File: src/rtl/seg7_scan_ctrl.sv
// Time-multiplexed scan controller for a 4-digit 7-segment display.
// Double-buffers the BCD word and commits it only at frame boundaries.
module seg7_scan_ctrl #(
    parameter int PRESCALE         = 100000,
    parameter bit ANODE_ACTIVE_LOW = 1'b1,
    parameter bit BLANK_LEADING    = 1'b1
) (
    input  logic        clk,
    input  logic        rst,
    input  logic        load,
    input  logic [15:0] bcd_in,
    input  logic [3:0]  dp_in,
    output logic        load_ready,
    output logic [1:0]  digit_sel,
    output logic        frame_tick,
    output logic [3:0]  an,
    output logic [6:0]  seg,
    output logic        dp
);

    localparam int            PW     = $clog2(PRESCALE);
    localparam logic [PW-1:0] PMAX   = PW'(PRESCALE - 1);
    localparam logic [3:0]    AN_OFF = ANODE_ACTIVE_LOW ? 4'hF : 4'h0;

    function automatic logic [6:0] decode(input logic [3:0] nib);
        logic [6:0] s;
        case (nib)
            4'd0:    s = 7'h40;
            4'd1:    s = 7'h79;
            4'd2:    s = 7'h24;
            4'd3:    s = 7'h30;
            4'd4:    s = 7'h19;
            4'd5:    s = 7'h12;
            4'd6:    s = 7'h02;
            4'd7:    s = 7'h78;
            4'd8:    s = 7'h00;
            4'd9:    s = 7'h10;
            default: s = 7'h3F;
        endcase
        return s;
    endfunction

    logic [PW-1:0] presc_q, presc_d;
    logic [1:0]    sel_q, sel_d;
    logic          ftick_q, ftick_d;
    logic [19:0]   shadow_q, shadow_d;
    logic [19:0]   disp_q, disp_d;
    logic          pend_q, pend_d;
    logic [3:0]    an_q, an_d;
    logic [6:0]    seg_q, seg_d;
    logic          dp_q, dp_d;

    logic          tick, commit;
    logic [3:0]    nz, upper_zero, onehot;
    logic [3:0]    cur_nib;
    logic          cur_dp, blank;

    always_comb begin
        tick     = (presc_q == PMAX);
        commit   = tick && (sel_q == 2'd3);
        presc_d  = tick ? '0 : presc_q + PW'(1);
        sel_d    = tick ? sel_q + 2'd1 : sel_q;
        ftick_d  = commit;
        shadow_d = shadow_q;
        disp_d   = disp_q;
        pend_d   = pend_q;
        if (load) begin
            shadow_d = {dp_in, bcd_in};
            pend_d   = 1'b1;
        end
        // A load on the commit edge bypasses the shadow and goes straight to display
        if (commit) begin
            if (load) begin
                disp_d = {dp_in, bcd_in};
            end else if (pend_q) begin
                disp_d = shadow_q;
            end
            pend_d = 1'b0;
        end
    end

    always_comb begin
        for (int i = 0; i < 4; i++) begin
            nz[i] = |disp_q[4*i +: 4];
        end
        upper_zero[3] = ~nz[3];
        upper_zero[2] = ~nz[3] & ~nz[2];
        upper_zero[1] = ~nz[3] & ~nz[2] & ~nz[1];
        upper_zero[0] = 1'b0;
        cur_nib = disp_q[{sel_q, 2'b00} +: 4];
        cur_dp  = disp_q[16 + {30'd0, sel_q}];
        blank   = BLANK_LEADING && upper_zero[sel_q] && !cur_dp;
        onehot  = 4'b0001 << sel_q;
        an_d    = AN_OFF;
        seg_d   = 7'h7F;
        dp_d    = 1'b1;
        if (!blank) begin
            an_d  = ANODE_ACTIVE_LOW ? ~onehot : onehot;
            seg_d = decode(cur_nib);
            dp_d  = ~cur_dp;
        end
    end

    always_ff @(posedge clk) begin
        if (rst) begin
            presc_q  <= '0;
            sel_q    <= 2'd0;
            ftick_q  <= 1'b0;
            shadow_q <= '0;
            disp_q   <= '0;
            pend_q   <= 1'b0;
            an_q     <= AN_OFF;
            seg_q    <= 7'h7F;
            dp_q     <= 1'b1;
        end else begin
            presc_q  <= presc_d;
            sel_q    <= sel_d;
            ftick_q  <= ftick_d;
            shadow_q <= shadow_d;
            disp_q   <= disp_d;
            pend_q   <= pend_d;
            an_q     <= an_d;
            seg_q    <= seg_d;
            dp_q     <= dp_d;
        end
    end

    assign load_ready = ~pend_q;
    assign digit_sel  = sel_q;
    assign frame_tick = ftick_q;
    assign an         = an_q;
    assign seg        = seg_q;
    assign dp         = dp_q;

endmodule

File: config.mk
export PLATFORM = sky130hd
export DESIGN_NAME = seg7_scan_ctrl
export DESIGN_NICKNAME = d
export VERILOG_FILES = /design/src/rtl/seg7_scan_ctrl.sv
export SDC_FILE = /design/constraint.sdc
export NUM_CORES = 1
export LEC_CHECK = 0
export BUFFER_PORTS_ARGS = -buffer_cell sky130_fd_sc_hd__buf_4
export CORE_MARGIN = 8
export CORE_UTILIZATION = 57
export DETAILED_ROUTE_END_ITERATION = 16
export GPL_TIMING_DRIVEN = 0
export MAX_ROUTING_LAYER = met4
export PLACE_DENSITY = 0.8
export SYNTH_ARGS = -nofsm -noshare
export SYNTH_HDL_FRONTEND = slang
export SYNTH_SLANG_ARGS = --single-unit
File: constraint.sdc
create_clock -name clk -period 3.2 [get_ports clk]
set_input_delay 0.32 -clock clk [delete_from_list [all_inputs] [get_ports clk]]
set_output_delay 0.32 -clock clk [all_outputs]
set_load 0.01 [all_outputs]
# --- Word level (Yosys, flattened, before mapping) ---
# Memories as Yosys holds them, arrays and structs flattened. A register that Yosys moved wholly into a read port is not among the register bits.
# Index checks and enable logic that the tools add are counted.
op_classes:
  addsub: 3
  eq_ne: 2
  reduce_logical: 11
  bitwise: 8
  n_shift: 2
  magnitude_cmp: 2
  muxes: 6
ops:
  columns: ["operator", "n"]
  rows:
  - ["20-bit two-way mux", 2]
  - ["20-bit by 5-bit indexed part select with 4-bit output", 1]
  - ["17-bit by 1-bit adder with 17-bit output, second input constant", 1]
  - ["17-bit equality test, second input constant", 1]
  - ["4-bit OR reduction", 3]
  - ["5-bit by 2-bit adder with 6-bit output, first input constant", 1]
  - ["6-bit < comparator, second input constant", 1]
  - ["2-bit OR reduction", 3]
  - ["1-bit binary-select mux with 5-bit select", 1]
  - ["1-bit NOT", 5]
  - ["4-bit NOT", 1]
  - ["1-bit by 2-bit << shifter with 4-bit output, first input constant", 1]
  - ["2-bit by 3-bit < comparator with 1-bit output, second input constant", 1]
  - ["2-bit by 1-bit adder with 2-bit output, second input constant", 1]
  - ["1-bit AND", 2]
  - ["1-bit binary-select mux with 2-bit select", 1]
  - ["2-bit equality test, second input constant", 1]
  - ["1-bit logical AND", 2]
  - ["1-bit two-way mux", 2]
  - ["2-bit AND reduction", 1]
  - ["2-bit nonzero test", 1]
  - ["1-bit zero test", 1]
word_totals:
  elab_cells: 43
  out_inout_bits: 16
  rom_bits: 112
  memories: 1
  in_bits: 23
  ff_bits: 66
mem_list:
  columns: ["memory", "words", "word_bits", "read_ports", "rd_clocked_by_memory_dff", "wr", "line_no", "text"]
  rows:
  - ["(name not given)", 16, 7, 1, 1, 0, "27", "case (nib)"]

# --- Depth between registers and ports, before layout ---
# Gate-level depths: netlist of the first run.
logic_depth:
  depth_word: 8
  depth_mapped: 7
  mapped_depth_nobuf: 6

# --- Least setup slack after synthesis of the first run ---
# Ideal clock, no wire load.
synth_path:
  kind: "reg-to-reg"
  startpoint: "register presc_q[12]"
  endpoint: "register disp_q[0]"
  setup_time_ns: 0.121
  required_time_ns: 3.079
  stages_incl_launch_ff: 6
  arrival_ns: 2.234
  n_path_buf: 1
  slack_ns: 0.845
  synth_period_minus_slack_ns: 2.355
  cell_sequence: "dfxtp_1 > or4_1 > or4_4 > or3b_4 > buf_6 > mux2_4"
synth_between:
  elab_chain_cells: 3
synth_lines:
  columns: ["item", "line_no", "text"]
  rows:
  - ["start: declaration", "43", "logic [PW-1:0] presc_q, presc_d;"]
  - ["start signal: assignment", "116", "presc_q <= presc_d;"]
  - ["17-bit equality test", "59", "tick = (presc_q == PMAX);"]
  - ["1-bit logical AND", "60", "commit = tick && (sel_q == 2'd3);"]
  - ["2-bit AND reduction (no source line)", null, null]
  - ["end signal: assignment", "120", "disp_q <= disp_d;"]
  - ["end: declaration", "47", "logic [19:0] disp_q, disp_d;"]
# Every way passes these cells.
# A chain may end at the register's enable or synchronous reset.

# --- Worst setup path after layout of the first run ---
layout_path:
  startpoint: "register presc_q[12]"
  endpoint: "register disp_q[8]"
# Same word-level chain as after synthesis.

==> results.txt, run 1 <==
The worst hold path terminates at seg[6]. The power per cell area came out at 468 nW/µm². The total leakage power is 1.61 nW. The violation count after the first detailed-route iteration is 76.

The final routed DRC violation total is 0. The worst setup path is of the reg -> reg kind. The clock skew after layout is 0.00611 ns. The die area is 8140 µm².

The required time at the endpoint of the critical path is 3.43 ns. The wire-length estimate of the detail-placed layout is 4440 µm. The largest buffer count on any clock path is 2. The pin slew with the least headroom to its limit is 0.752 ns. The post-CTS setup repair buffer count is 0. STA classifies the critical path startpoint as a flip-flop.

The number of hold violations in the final report is 0. Of all nets on the critical path, the largest fanout is 10. The met3 layer usage reported by global route is 4.90%. The number of global-route vias before repair is 2243.

The worst register-to-register path begins at presc_q[12]. The logic depth of the worst register-to-register path came out at 5. The number of CTS-inserted buffers is 9. The kind of path behind the tightest hold check is in -> reg.

The clock insertion delay at the later pin of the skew report is 0.34 ns. Counting flops with a built-in enable in the synthesized netlist gives 0. In the synthesized netlist the async set-or-reset flop fraction comes to 0%.

After clock tree synthesis, the clock-pin slew on the worst setup and hold paths is 0.07 ns. The number of nets at the end of the flow is 381. The maximum number of pins on one net before global-route repair is 12. The worst slack at placement is 0.749 ns.

The initial core utilization came out at 58.1%. In this run the vertical extent of the chip is 90.2 µm. The pre-antenna-repair detailed-routing pass consisted of 4 iterations.

The repair_antennas step left the layout with diodes totalling 0. The worst slew margin relative to its limit came out at 49.9%. The total design power is 0.00173 W. The sequential cell area fraction in the yosys report came out at 46.6%.

The top-level port count came out at 39. The number of stages on the worst hold path is 3. TritonCTS built the clock tree. The post-synthesis cell type count is 36. The number of synthesized register bits came out at 73.

The run finished with clean final reports. The hold-fix buffer count after cts is 0. The worst register-to-register path ends at disp_q[8]. The final layout contains routed wiring with a total length of 6030 µm. In the layout the commonest cells are sky130_fd_sc_hd__dfxtp_1 (73), sky130_fd_sc_hd__buf_4 (38), sky130_fd_sc_hd__nor2_1 (36), sky130_fd_sc_hd__nor2b_1 (22). The average via count per standard cell is 5.16. The number of max-slew violations in the final report is 0. The register-to-register setup slack came out at 0.73 ns. The number of vias after detailed routing came out at 2195. The number of gates resized after CTS is 0.

The tree built by TritonCTS fans out to 73 sinks. The total congestion overflow after global routing came out at 0. The highest achievable clock rate came out at 405 MHz. The number of core rows came out at 27. STA classifies the critical path endpoint as a flip-flop. The accumulated negative setup slack came out at 0 ns. The final critical path takes up 77.2% of the cycle. The wire length of the first global-routing pass is 10400 µm. CTS placed an instance of sky130_fd_sc_hd__clkbuf_8 at the clock tree root.

Setup repair after global routing left no endpoint under its margin. The number of standard cells after synthesis came out at 299. The number of nets produced by synthesis is 332. The H-tree depth is 3. The detail-routed net length per standard cell is 14.2 µm. The met1 global-route usage came out at 18.1%. The most common cell after layout, fill and taps aside is sky130_fd_sc_hd__dfxtp_1. The mean post-synth cell area came out at 10.5 µm².

The data arrival time of the worst path is 2.70 ns. The die boundary width is 90.2 µm. In the final layout, the share of cells above drive strength 1 is 22.9%. The startpoint of the most critical hold path is rst.

The cell area that synthesis handed to floorplanning was 3140 µm². The final critical-path required period is 2.47 ns. During synthesis, Yosys emitted a total of 0 warnings. The core region is 5410 µm².

The initial antenna violation count came out at 0. In the post-route analysis, the smallest setup slack over all paths is 0.730 ns. For this run, the leading register cell type out of synthesis is sky130_fd_sc_hd__dfxtp_1. The antenna violation net count after detailed routing came out at 0. Across the VDD grid, the largest voltage drop is 322 µV. Max-cap violations in this run came to 0. The count of input and output buffers came out at 38. The total global-route track usage came out at 15.9%.

The count of final setup violators came out at 0. The placer's final routability congestion estimate came out at 0.877. The most used routing layer is met2.

For this run, global-route usage on met2 was measured as 25.0%. From synthesis to final layout, the design area changed by 18.0%.
==> flip-flops by register name (all words and copies together), names as in the netlist <==
| signal | flops |
|---|---|
| presc_q | 17 |
| frame_tick | 1 |
| shadow_q | 20 |
| pend_q | 1 |
| an | 4 |
| disp_q | 20 |
| dp | 1 |
| digit_sel | 2 |
| seg | 7 |
==> report_power, final <==
part           leakage (nW)   total, W  internal, W  switching, W
logic                 0.918  0.0000956    0.0000468     0.0000488
clock network        0.0974   0.000697     0.000380      0.000317
registers             0.596   0.000940     0.000932    0.00000798
==> Yosys cell counts, types with 2 or more instances <==
master                     count  share of area [%]
sky130_fd_sc_hd__mux2_4       20                9.6
sky130_fd_sc_hd__mux4_2        5                3.6
sky130_fd_sc_hd__a21oi_1      10                1.6
sky130_fd_sc_hd__mux2i_1      20                6.4
sky130_fd_sc_hd__ha_1         10                4.0
sky130_fd_sc_hd__nor4_1        2               0.40
sky130_fd_sc_hd__and3_1        4               0.80
sky130_fd_sc_hd__or4_1         4               0.96
sky130_fd_sc_hd__a211oi_1      2               0.48
sky130_fd_sc_hd__clkbuf_1      8               0.96
sky130_fd_sc_hd__nand3_1       4               0.64
sky130_fd_sc_hd__or3_1         3               0.60
sky130_fd_sc_hd__xor2_1        9                2.5
sky130_fd_sc_hd__nand2_1      12                1.4
sky130_fd_sc_hd__o21ai_0      11                1.8
sky130_fd_sc_hd__buf_1         5               0.60
sky130_fd_sc_hd__buf_6         2               0.72
sky130_fd_sc_hd__nor2b_1      22                4.4
sky130_fd_sc_hd__o31ai_1       3               0.72
sky130_fd_sc_hd__nor2_1       36                4.3
sky130_fd_sc_hd__nand4_1       7                1.4
sky130_fd_sc_hd__xnor2_1       2               0.56
sky130_fd_sc_hd__nand2b_1      5                1.0
sky130_fd_sc_hd__inv_1         9                1.1
sky130_fd_sc_hd__dfxtp_1      73                 47
==> area by class of cell <==
cell class / instances / area [µm²]
tap: 72 / 90.1
timing repair buffer: 38 / 285
multi-input combinational: 202 / 1570
fill: 441 / 1700
buffer: 15 / 71.3
clock inverter: 3 / 40.0
sequential: 73 / 1460
inverter: 9 / 33.8
clock buffer: 13 / 149
==> critical path: stages, from the launching register on <==
cell                      delay [ns]
sky130_fd_sc_hd__dfxtp_1        0.34
sky130_fd_sc_hd__or4_1          0.57
sky130_fd_sc_hd__or4_4          0.57
sky130_fd_sc_hd__or3b_4         0.40
sky130_fd_sc_hd__buf_6          0.17
sky130_fd_sc_hd__mux2_4         0.30
==> through the flow <==
step,hold slack [ns],area (µm²),std cells,utilization [%]
2_1_floorplan,0.413,3140,299,-
3_3_place_gp,0.421,3510,409,65.0
3_5_place_dp,0.440,3510,409,65.0
4_1_cts,0.239,3700,425,68.5
5_1_grt,0.260,3700,425,68.5
6_report,0.250,3700,425,68.5
==> worst max-delay path by stage <==
stage / start / end / slack (ns)
floorplan: presc_q[12] / disp_q[0] / 0.85
global placement: presc_q[12] / disp_q[19] / 0.77
detailed placement: presc_q[12] / disp_q[0] / 0.75
CTS: presc_q[12] / disp_q[0] / 0.74
global route: presc_q[12] / disp_q[2] / 0.68
finish: presc_q[12] / disp_q[8] / 0.73
==> cell families (layout without fill, tap and decap cells) <==
group	count (synthesis)	count (layout)	synth area share (%)
adder cells (fa/ha/maj)	10	10	3.99
AO/OA/AOI/OAI	29	29	5.38
XOR/XNOR	11	11	3.07
multiplexers	45	45	19.5
buffers and inverters	24	78	3.35
AND/OR/NAND/NOR	107	107	18.1
flip-flops	73	73	46.6
==> per-layer routing <==
metal  wire (µm)  share of wire, %
met5           0                 0
met4         115               1.9
met3         268               4.4
met2        2890                48
met1        2750                46
Note: power is estimated with default switching activity, not from simulation.
==> run 2: changes to the inputs <==
clock period = 2.35 ns   (was 3.2 ns; I/O delays follow)
==> results.txt, run 2 (synthesized netlist as in run 1, its figures left out) <==
The flow ran to the end, and the final reports show no timing, DRC or antenna violations. The count of buffering cells on the critical path with inverters included is 1 (unchanged). The antenna violation net count after detailed routing is 0 (unchanged).

Setup repair after global routing could not meet its margin everywhere. The vertical die dimension came to 90.2 µm (unchanged). The top-level port count is 39 (unchanged). The beginning of the worst register-to-register path is presc_q[12]. The total leakage power came out at 1.63 nW (+0.92%). The layout overhead on the synthesized area came out at 19.2%.

The gate family responsible for the most delay along the worst path is simple AND/OR/NAND/NOR gates. The final critical-path required period is 2.32 ns (-0.149 ns). The number of antenna cells inserted came out at 0 (unchanged). The number of stages on the worst hold path was 3 (unchanged). The worst slack at placement is -0.00692 ns (-0.755 ns).

The area of the core region is 5410 µm² (unchanged). The die boundary width was 90.2 µm (unchanged). The utilization after layout is 69.2% (+0.72 points).

The total design power came to 0.00241 W (+39%). The endpoint identified for the worst register-to-register timing path is disp_q[3]. The data arrival time of the worst path is 2.55 ns (-0.15 ns). In this run the most critical hold path is launched from rst. The die area came to 8140 µm² (unchanged). STA classifies the critical path startpoint as a flip-flop. The largest registers in the layout are disp_q (20), shadow_q (20), presc_q (17). After global routing, the most crowded layer is met2. The required time at the endpoint of the critical path came out at 2.58 ns (-0.85 ns). The library cells used most frequently in the layout, excluding fill and tap cells, are sky130_fd_sc_hd__dfxtp_1 (72), sky130_fd_sc_hd__buf_4 (39), sky130_fd_sc_hd__nor2_1 (36), sky130_fd_sc_hd__nor2b_1 (22). The sequential group share of total power is 53.1% (-1.2 points). The cell internal power dissipation is 0.00188 W (+39%). The clock insertion delay at the later pin of the skew report is 0.34 ns (about the same).

The least setup slack across all paths after layout came out at 0.0290 ns (-0.701 ns). The switching share of total power was 21.9% (+0.31 points). The fraction of layout instances using a drive strength above 1 is 25.2% (+2.3 points).

The final HPWL from detailed placement came out at 4260 µm (-4.1%). The average via count per standard cell came out at 5.23 (+1.2%). The number of global-route vias before repair is 2249 (+0.27%). The H-tree depth is 3 (unchanged). The post-route standard cell area excluding fillers is 3740 µm² (+1.0%).

The count of input and output buffers came out at 38 (unchanged). The met2 global-route usage is 25.2% (+0.25 points). The wire length of the first global-routing pass is 10300 µm (-0.53%). The clock sink total is 73 (unchanged). The clock skew after layout came to 0.0111 ns (+0.00499 ns). The worst min-delay path endpoint is seg[6]. The routed wire length came out at 6050 µm (+0.38%). The pin slew with the least headroom to its limit is 0.738 ns (-0.0142 ns). The worst vdd rail ir drop is 376 µV (+17%).

The total congestion overflow after global routing came out at 0 (unchanged). The number of max-slew violations in the final report is 0 (unchanged). The worst setup path is captured at a flip-flop. The final routed DRC violation total is 0 (unchanged). The critical path is of the reg -> reg type. The worst slew margin relative to its limit came out at 50.8% (+0.95 points). The highest achievable clock rate is 431 MHz (+6.4%). The met3 layer usage reported by global route came out at 4.74% (-0.17 points). The power share of the clock group is 41.5% (+1.3 points).

The fill cell total of the finished layout came out at 410 (-7.0%). In this run the clock root is driven by a sky130_fd_sc_hd__clkbuf_8. The maximum fanout encountered on the critical timing path is 10 (unchanged). Traced cell by cell, the critical path runs through or4_4 > or4_4 > or3b_4 > buf_8 > mux2_4.

The placer's final routability congestion estimate was 0.826 (-5.8%). The initial antenna violation count was 0 (unchanged). The logic depth of the worst register-to-register path came out at 5 (unchanged). The maximum number of pins on one net before global-route repair came to 13 (+1).

The met1 global-route usage came out at 18.1% (-0.050 points). The post-CTS clock slew at the launch and capture registers of the worst setup and hold paths is 0.07 ns (about the same). The cell with the biggest individual delay on the critical path is sky130_fd_sc_hd__or4_4.

The max-capacitance violation count came out at 0 (unchanged). The delay of the slowest cell on the worst path is 0.54 ns (-0.03 ns). The combinational share of power came out at 5.4% (about the same).

The number of nets at the end of the flow is 381 (unchanged). The initial core utilization came out at 58.1% (unchanged). The switching component of the power was 0.000527 W (+41%). The number of instances in the placed design is 409 (unchanged). The detail-routed net length per standard cell is 14.2 µm (+0.38%).

The number of CTS-inserted buffers is 9 (unchanged). The number of iterations in the first detailed-routing pass came out at 4 (unchanged). TritonCTS built the clock tree. The count of final setup violators came out at 0 (unchanged). The cell that appears most often on the critical path is sky130_fd_sc_hd__or4_4. The number of vias after detailed routing was 2221 (+1.2%). The largest buffer count on any clock path is 2 (unchanged). The number of hold violations in the final report is 0 (unchanged). The violation count after the first detailed-route iteration came out at 88 (+16%).

The kind of path behind the tightest hold check is in -> reg. The post-layout instance count excluding filler cells came to 425 (unchanged). The register-to-register setup slack came to 0.03 ns (-0.70 ns).

The post-placement cell area came out at 3510 µm² (unchanged). The library cell used most frequently in the layout, excluding fill and tap cells, is sky130_fd_sc_hd__dfxtp_1. The final worst-path cycle share came out at 98.8% (+22 points). The power per cell area came out at 644 nW/µm² (+38%). The total global-route track usage was 15.7% (-0.25 points). The number of core rows came to 27 (unchanged).
## run 2: changes by cell type in the layout (fill, tap and decap cells not counted), moves of 2 or more
cell,change
sky130_fd_sc_hd__clkbuf_1,-5
sky130_fd_sc_hd__buf_6,-2
sky130_fd_sc_hd__buf_8,+2
sky130_fd_sc_hd__clkbuf_2,+2
## run 2: what timing repair did
item,4_1_cts,5_1_grt
gates resized for setup,2,7
pin swaps,0,0
endpoints found under the setup margin,20,34
setup buffers,1,0
hold buffers,0,0
## run 2: layout make-up
cell class	instances	area, µm²	area share, %
sequential	73	1460	39.1
clock buffer	12	155	4.15
clock inverter	4	51.3	1.37
timing repair buffer	39	293	7.83
inverter	9	33.8	0.903
tap	72	90.1	2.41
buffer	14	77.6	2.07
multi-input combinational	202	1580	42.2
## run 2: metrics by stage
step | TNS, ns | hold slack (ns)
after global routing | -0.0267 | 0.188
after CTS | 0 | 0.164
final | 0 | 0.178
after global placement | 0 | 0.422
after floorplan | 0 | 0.349
after detailed placement | -0.0109 | 0.436
## run 2: metal layers
layer	share of wire, %	up-vias
met2	48	52
met1	45	1029
li1	-	1130
met5	0	-
met3	5.6	10
met4	1.2	0
## run 2: worst max path at each step
stage	from	end	slack, ns	cells past startpoint
after floorplan	presc_q[12]	disp_q[0]	0.1	5
after global placement	presc_q[12]	disp_q[19]	0.02	5
after detailed placement	presc_q[12]	disp_q[3]	-0.007	5
after CTS	presc_q[12]	disp_q[6]	0.04	5
after global routing	presc_q[12]	disp_q[15]	-0.009	5
final	presc_q[12]	disp_q[3]	0.03	5
## run 2: worst reg2reg max path, delay by kind of cell (launching register included)
kind | cells | cell delay (ns)
AND/OR/NAND/NOR | 3 | 1.40
flip-flops | 1 | 0.34
multiplexers | 1 | 0.30
buffers and inverters | 1 | 0.17
## run 2: power by group through the flow
stage	sequential (W)	clock (W)	combinational, W
after floorplan	0.00131	0	0.0000687
after global placement	0.00131	0	0.000128
after detailed placement	0.00131	0	0.000131
after CTS	0.00128	0.00101	0.000133
after global routing	0.00128	0.00107	0.000146
final	0.00128	0.000999	0.000131
